## src/rtl/instruction_fetch_unit.sv

```systemverilog
`default_nettype none
// ============================================================================
// Module      : instruction_fetch_unit
// Description : Fetch stage. Owns the PC, drives a word-addressed instruction
//               memory and hands each fetched word to decode through a
//               one-entry IF/ID register with a valid/ready handshake.
//               J/JAL are resolved here with no bubble, redirects from later
//               stages (branch, jr) take top priority, syscall halts fetch
//               and an illegal PC (misaligned or beyond memory) faults.
// Ports       : clk_i, reset_i        clock / async active-high reset
//               imem_addr_o           byte address to memory (= pc)
//               imem_instr_i          instruction word for imem_addr_o
//               id_valid_o/id_ready_i IF/ID handshake
//               id_instr_o, id_pc_o, id_pc_plus4_o  IF/ID payload
//               redirect_valid_i, redirect_target_i  PC override
//               halted_o, fault_o, fault_pc_o        terminal status
// Revision    : 1.0 - initial release
// ============================================================================
module instruction_fetch_unit #(
    parameter logic [31:0] RESET_PC       = 32'h0000_0000,
    parameter int          MEM_DEPTH      = 256,
    parameter bit          JUMP_PREDECODE = 1'b1
) (
    input  logic        clk_i,
    input  logic        reset_i,
    output logic [31:0] imem_addr_o,
    input  logic [31:0] imem_instr_i,
    output logic        id_valid_o,
    input  logic        id_ready_i,
    output logic [31:0] id_instr_o,
    output logic [31:0] id_pc_o,
    output logic [31:0] id_pc_plus4_o,
    input  logic        redirect_valid_i,
    input  logic [31:0] redirect_target_i,
    output logic        halted_o,
    output logic        fault_o,
    output logic [31:0] fault_pc_o
);

    localparam logic [31:0] PC_LIMIT    = 32'(MEM_DEPTH * 4);
    localparam logic [5:0]  OP_J        = 6'h02;
    localparam logic [5:0]  OP_JAL      = 6'h03;
    localparam logic [31:0] SYSCALL_OP  = 32'h0000_000C;

    typedef enum logic [1:0] {
        ST_RUN    = 2'd0,
        ST_HALTED = 2'd1,
        ST_FAULT  = 2'd2
    } state_t;

    state_t      state_q, state_d;
    logic [31:0] pc_q, pc_d;
    logic        id_valid_q, id_valid_d;
    logic [31:0] id_instr_q, id_instr_d;
    logic [31:0] id_pc_q, id_pc_d;
    logic [31:0] id_pc_plus4_q, id_pc_plus4_d;
    logic        halted_q, halted_d;
    logic        fault_q, fault_d;
    logic [31:0] fault_pc_q, fault_pc_d;

    logic        can_load;
    logic        pc_bad;
    logic        is_jump;
    logic [31:0] pc_plus4;

    assign pc_plus4 = pc_q + 32'd4;
    assign can_load = !id_valid_q || id_ready_i;
    assign pc_bad   = (pc_q[1:0] != 2'b00) || (pc_q >= PC_LIMIT);
    assign is_jump  = JUMP_PREDECODE &&
                      ((imem_instr_i[31:26] == OP_J) || (imem_instr_i[31:26] == OP_JAL));

    always_comb begin
        state_d       = state_q;
        pc_d          = pc_q;
        id_valid_d    = id_valid_q;
        id_instr_d    = id_instr_q;
        id_pc_d       = id_pc_q;
        id_pc_plus4_d = id_pc_plus4_q;
        halted_d      = halted_q;
        fault_d       = fault_q;
        fault_pc_d    = fault_pc_q;

        // Outside of a capture the pending entry simply drains on handshake.
        if (id_valid_q && id_ready_i) begin
            id_valid_d = 1'b0;
        end

        if (state_q == ST_RUN) begin
            if (redirect_valid_i) begin
                pc_d       = redirect_target_i;
                id_valid_d = 1'b0;
            end else if (pc_bad) begin
                state_d    = ST_FAULT;
                fault_d    = 1'b1;
                fault_pc_d = pc_q;
            end else if (can_load) begin
                id_instr_d    = imem_instr_i;
                id_pc_d       = pc_q;
                id_pc_plus4_d = pc_plus4;
                id_valid_d    = 1'b1;
                if (is_jump) begin
                    // JAL still goes to decode so the link register is written.
                    pc_d = {pc_plus4[31:28], imem_instr_i[25:0], 2'b00};
                end else if (imem_instr_i == SYSCALL_OP) begin
                    state_d  = ST_HALTED;
                    halted_d = 1'b1;
                end else begin
                    pc_d = pc_plus4;
                end
            end
        end
    end

    always_ff @(posedge clk_i or posedge reset_i) begin
        if (reset_i) begin
            state_q       <= ST_RUN;
            pc_q          <= RESET_PC;
            id_valid_q    <= 1'b0;
            id_instr_q    <= 32'd0;
            id_pc_q       <= 32'd0;
            id_pc_plus4_q <= 32'd0;
            halted_q      <= 1'b0;
            fault_q       <= 1'b0;
            fault_pc_q    <= 32'd0;
        end else begin
            state_q       <= state_d;
            pc_q          <= pc_d;
            id_valid_q    <= id_valid_d;
            id_instr_q    <= id_instr_d;
            id_pc_q       <= id_pc_d;
            id_pc_plus4_q <= id_pc_plus4_d;
            halted_q      <= halted_d;
            fault_q       <= fault_d;
            fault_pc_q    <= fault_pc_d;
        end
    end

    assign imem_addr_o   = pc_q;
    assign id_valid_o    = id_valid_q;
    assign id_instr_o    = id_instr_q;
    assign id_pc_o       = id_pc_q;
    assign id_pc_plus4_o = id_pc_plus4_q;
    assign halted_o      = halted_q;
    assign fault_o       = fault_q;
    assign fault_pc_o    = fault_pc_q;

endmodule
`default_nettype wire

```

## config.mk

```make
export PLATFORM = sky130hd
export DESIGN_NAME = instruction_fetch_unit
export DESIGN_NICKNAME = d
export VERILOG_FILES = /design/src/rtl/instruction_fetch_unit.sv
export SDC_FILE = /design/constraint.sdc
export NUM_CORES = 1
export LEC_CHECK = 0
export CORE_MARGIN = 2
export CORE_UTILIZATION = 23
export CTS_CLUSTER_SIZE = 14
export DETAILED_ROUTE_END_ITERATION = 7
export GPL_TIMING_DRIVEN = 1
export HOLD_SLACK_MARGIN = 0.02
export PLACE_DENSITY = 0.52
export SLEW_MARGIN = 15
export SYNTH_ARGS = -nofsm -noshare
export SYNTH_HDL_FRONTEND = slang
export SYNTH_SLANG_ARGS = --single-unit
```

## constraint.sdc

```tcl
create_clock -name clk_i -period 5.6 [get_ports clk_i]
set_clock_uncertainty 0.15 [all_clocks]
set_input_delay 1.12 -clock clk_i [delete_from_list [all_inputs] [get_ports clk_i]]
set_output_delay 1.12 -clock clk_i [all_outputs]
set_load 0.01 [all_outputs]
```

==> results.yml <==
status:
  outcome: "complete, no violations"
floorplanning:
  ioPinCount: 231
  rows: 63
  core_um2: 29900
  die_height_um: 179
  initial_core_utilization_pct: 23.5
  die_area_um2: 31900
  chipWidth_um: 179
timing:
  period_minus_slack_ns: 4.19
  slew_viol_final: 0
  grt_setup_unrepaired: "false"
  slew_headroom_pct: 27.2
  worst_margin_pin_slew_ns: 1.09
  final-hold-violation-count: 0
  timing.final.setup_violations: 0
  maxClockFrequency_mhz: 239
  totalNegativeSetupSlack_ns: 0
  share_of_the_cycle_needed_by_the_critical_path_after_routing_pct: 74.8
route:
  drc: 0
  drtIter0Drc: 400
  route.final.wire_length_um: 23600
  routed_wire_length_per_instance_um: 19.7
  drt-pass1-iter-count: 5
  number_of_vias_per_cell: 4.59
  via_count: 5503
  route.antenna.remaining_nets: 0
power:
  vdd_drop_max_uv: 141
  leakage_uw: 0.00452
  power.density_cell_area_nw_per_um2: 253
clock_tree:
  cts_hold_buffers: 0
  cts_setup_buffers: 0
  max-clock-path-buffers: 2
  cts.clk_slew.worst_paths_ns: 0.07
  clock_insertion_delay_worst_skew_ns: 0.43
  tritoncts_num_sinks: 163
  cts-buffers-inserted: 17
  tritoncts: "yes"
  postCtsResizedCells: 0
  clock_tree.htree_level_count: 4
  clock-root-buffer: "sky130_fd_sc_hd__clkbuf_16"
worst_setup_path:
  reg2reg_slack_ns: 2.42
  worstSetupStartpoint: "imem_instr_i[29]"
  reg2reg_from: "imem_addr_o[10]$_DFFE_PP0P_"
  crit_path_max_fanout: 20
  worstPathArrival_ns: 4.34
  critical_path_class: "in -> reg"
  r2r_end: "imem_addr_o[11]$_DFFE_PP0P_"
  slowest_delay_ns: 0.75
  endpoint_kind: "register"
  cpMaxStageDelayCell: "sky130_fd_sc_hd__and2_1"
  crit_chain: "clkdlybuf4s50_1 -> or4_4 -> o21ai_2 -> or4_1 -> and2_1 -> mux2_1"
  worst-endpoint-required_ns: 5.76
  cp-start-kind: "primary input"
  rr_worst_depth: 6
logic_synthesis:
  netlist-cell-type-count: 56
  synthesis.yosys.warnings: 0
  synth-seq-cells: 163
  async_flop_share_pct: 100
  synth-edff-count: 0
  yosysSeqAreaShare_pct: 58.1
  synthesis.instances: 579
  synth_top_family_by_area: "simple AND/OR/NAND/NOR gates"
  synth_area_per_cell_um2: 12.1
  synth.top_cells.by_count: "163 x sky130_fd_sc_hd__dfrtp_1, 77 x sky130_fd_sc_hd__mux2_2, 46 x sky130_fd_sc_hd__nor2b_1, 25 x sky130_fd_sc_hd__nand2_1, 24 x sky130_fd_sc_hd__nor2_1"
  mappedNetlistNets: 649
  yosys-mux-area-fraction_pct: 13.1
  synth_compound_area_share_pct: 9.79
  simple_gate_share_of_the_synthesized_area_pct: 14.0
  synth.top_cells.by_area: "sky130_fd_sc_hd__dfrtp_1 58%, sky130_fd_sc_hd__mux2_2 12%, sky130_fd_sc_hd__nor2b_1 4.1%, sky130_fd_sc_hd__nor4_1 1.6%, sky130_fd_sc_hd__a21oi_1 1.4%"
  yosys.cell_count.top_type: "sky130_fd_sc_hd__dfrtp_1"
  synthXorXnorAreaFrac_pct: 0.999
  netlist.area_leader.share_pct: 58.1
  mappedNetlistArea_um2: 7020
  synthAdderAreaFrac_pct: 0.357
  post-synth-top-area-cell: "sky130_fd_sc_hd__dfrtp_1"
  postSynth.topFlopCell: "sky130_fd_sc_hd__dfrtp_1"
run:
  cap_viol_max_count: 0
global_route:
  global_route.overflow_total: 0
  grt_start_max_net_pins: 138
  antenna_found_initial: 4
  first_global_vias: 5423
  grt_pass1_wl_um: 35000
  globalRouteTotalUtil_pct: 14.8
hold_path:
  hold_path_class: "reg -> reg"
  hold_depth: 1
  hold_start: "fault_o$_DFFE_PP0P_"
  worst_hold_path.endpoint: "fault_o$_DFFE_PP0P_"
cells_and_area:
  fraction_of_layout_cells_with_a_size_suffix_above_1_pct: 15.2
  finalNonFillerCells: 1199
  final_nets: 862
  fill_cells: 2989
  multi_input_comb_area_um2: 2700
  final-seq-area_um2: 4080
  areaGrowthSynthToFinish_pct: 46.5
place:
  gp_routability_congestion: 0.761
  buffer_ports.inserted: 230
  final_hpwl_dp_um: 16400
  dpl.cell_count: 1163
-- cell families after synthesis --
family | count (synthesis)
fa+ha+maj | 2
simple gates | 175
flops | 163
buf+inv | 54
compound gates | 95
mux | 82
xor+xnor | 8
-- registers in the layout (all words and copies together), names as in the netlist --
name / cells
fault_pc_o: 32
halted_o: 1
id_pc_plus4_o: 30
id_pc_o: 32
fault_o: 1
state_q: 2
id_instr_o: 32
id_valid_o: 1
imem_addr_o: 32
-- metrics by stage --
| step | instance area (um2) | utilization (%) | worst slack (ns) | hold slack, ns | total power [uW] |
|---|---|---|---|---|---|
| floorplan | 7020 | - | 2.26 | 0.316 | 1320 |
| global placement | 9680 | 32.4 | 1.02 | 0.305 | 1440 |
| detailed placement | 9680 | 32.4 | 0.995 | 0.308 | 1450 |
| CTS | 10300 | 34.4 | 1.44 | 0.325 | 2650 |
| global route | 10300 | 34.4 | 1.29 | 0.332 | 2720 |
| finish | 10300 | 34.4 | 1.41 | 0.319 | 2600 |
-- cell usage in the layout, fill, tap and decap left out, drive strengths merged, types with 6 or more instances in the layout --
master / instances
nand3: 15
nand2b: 7
inv: 15
nor2: 25
dfrtp: 163
nand4: 11
clkbuf: 20
and2: 8
o31ai: 6
a31oi: 15
nor2b: 46
nand2: 25
a21oi: 20
mux2: 81
buf: 6
o22a: 7
o21ai: 8
nor4: 19
clkdlybuf4s50: 229
-- how the worst max path moves through the flow --
stage                             endpoint  slack, ns  cells after the start
2_1_floorplan          fault_o$_DFFE_PP0P_       2.26                      1
3_3_place_gp    imem_addr_o[7]$_DFFE_PP0P_       1.02                      6
3_5_place_dp   imem_addr_o[11]$_DFFE_PP0P_       0.99                      6
4_1_cts        imem_addr_o[11]$_DFFE_PP0P_       1.44                      6
5_1_grt        imem_addr_o[19]$_DFFE_PP0P_       1.29                      6
6_report       imem_addr_o[11]$_DFFE_PP0P_       1.41                      6
-- metal layers --
metal,up-vias,global-route usage [%],wire length (um)
met5,-,0,13
met4,2,4.81,286
met3,23,4.79,1670
met2,193,22.7,10900
met1,2754,19.9,10700
li1,2531,-,-
-- final cells by class --
cell class / count / area share, %
clock inverter: 12 / 1.18
inverter: 13 / 0.511
tap: 390 / 4.75
antenna: 4 / 0.0974
timing repair buffer: 235 / 23.0
multi-input combinational: 362 / 26.3
clock buffer: 20 / 4.54
sequential: 163 / 39.7
-- critical path: cells and delay by family --
family / cells / cell delay, ns
multiplexers: 1 / 0.38
AO/OA/AOI/OAI: 1 / 0.34
AND/OR/NAND/NOR: 3 / 2.02
buffers and inverters: 1 / 0.48
-- report_power, final --
group	internal, uW	switching (uW)
clock network	656	528
registers	1190	37.1
logic	97.3	93.9
(Power assumes the default switching activity.)
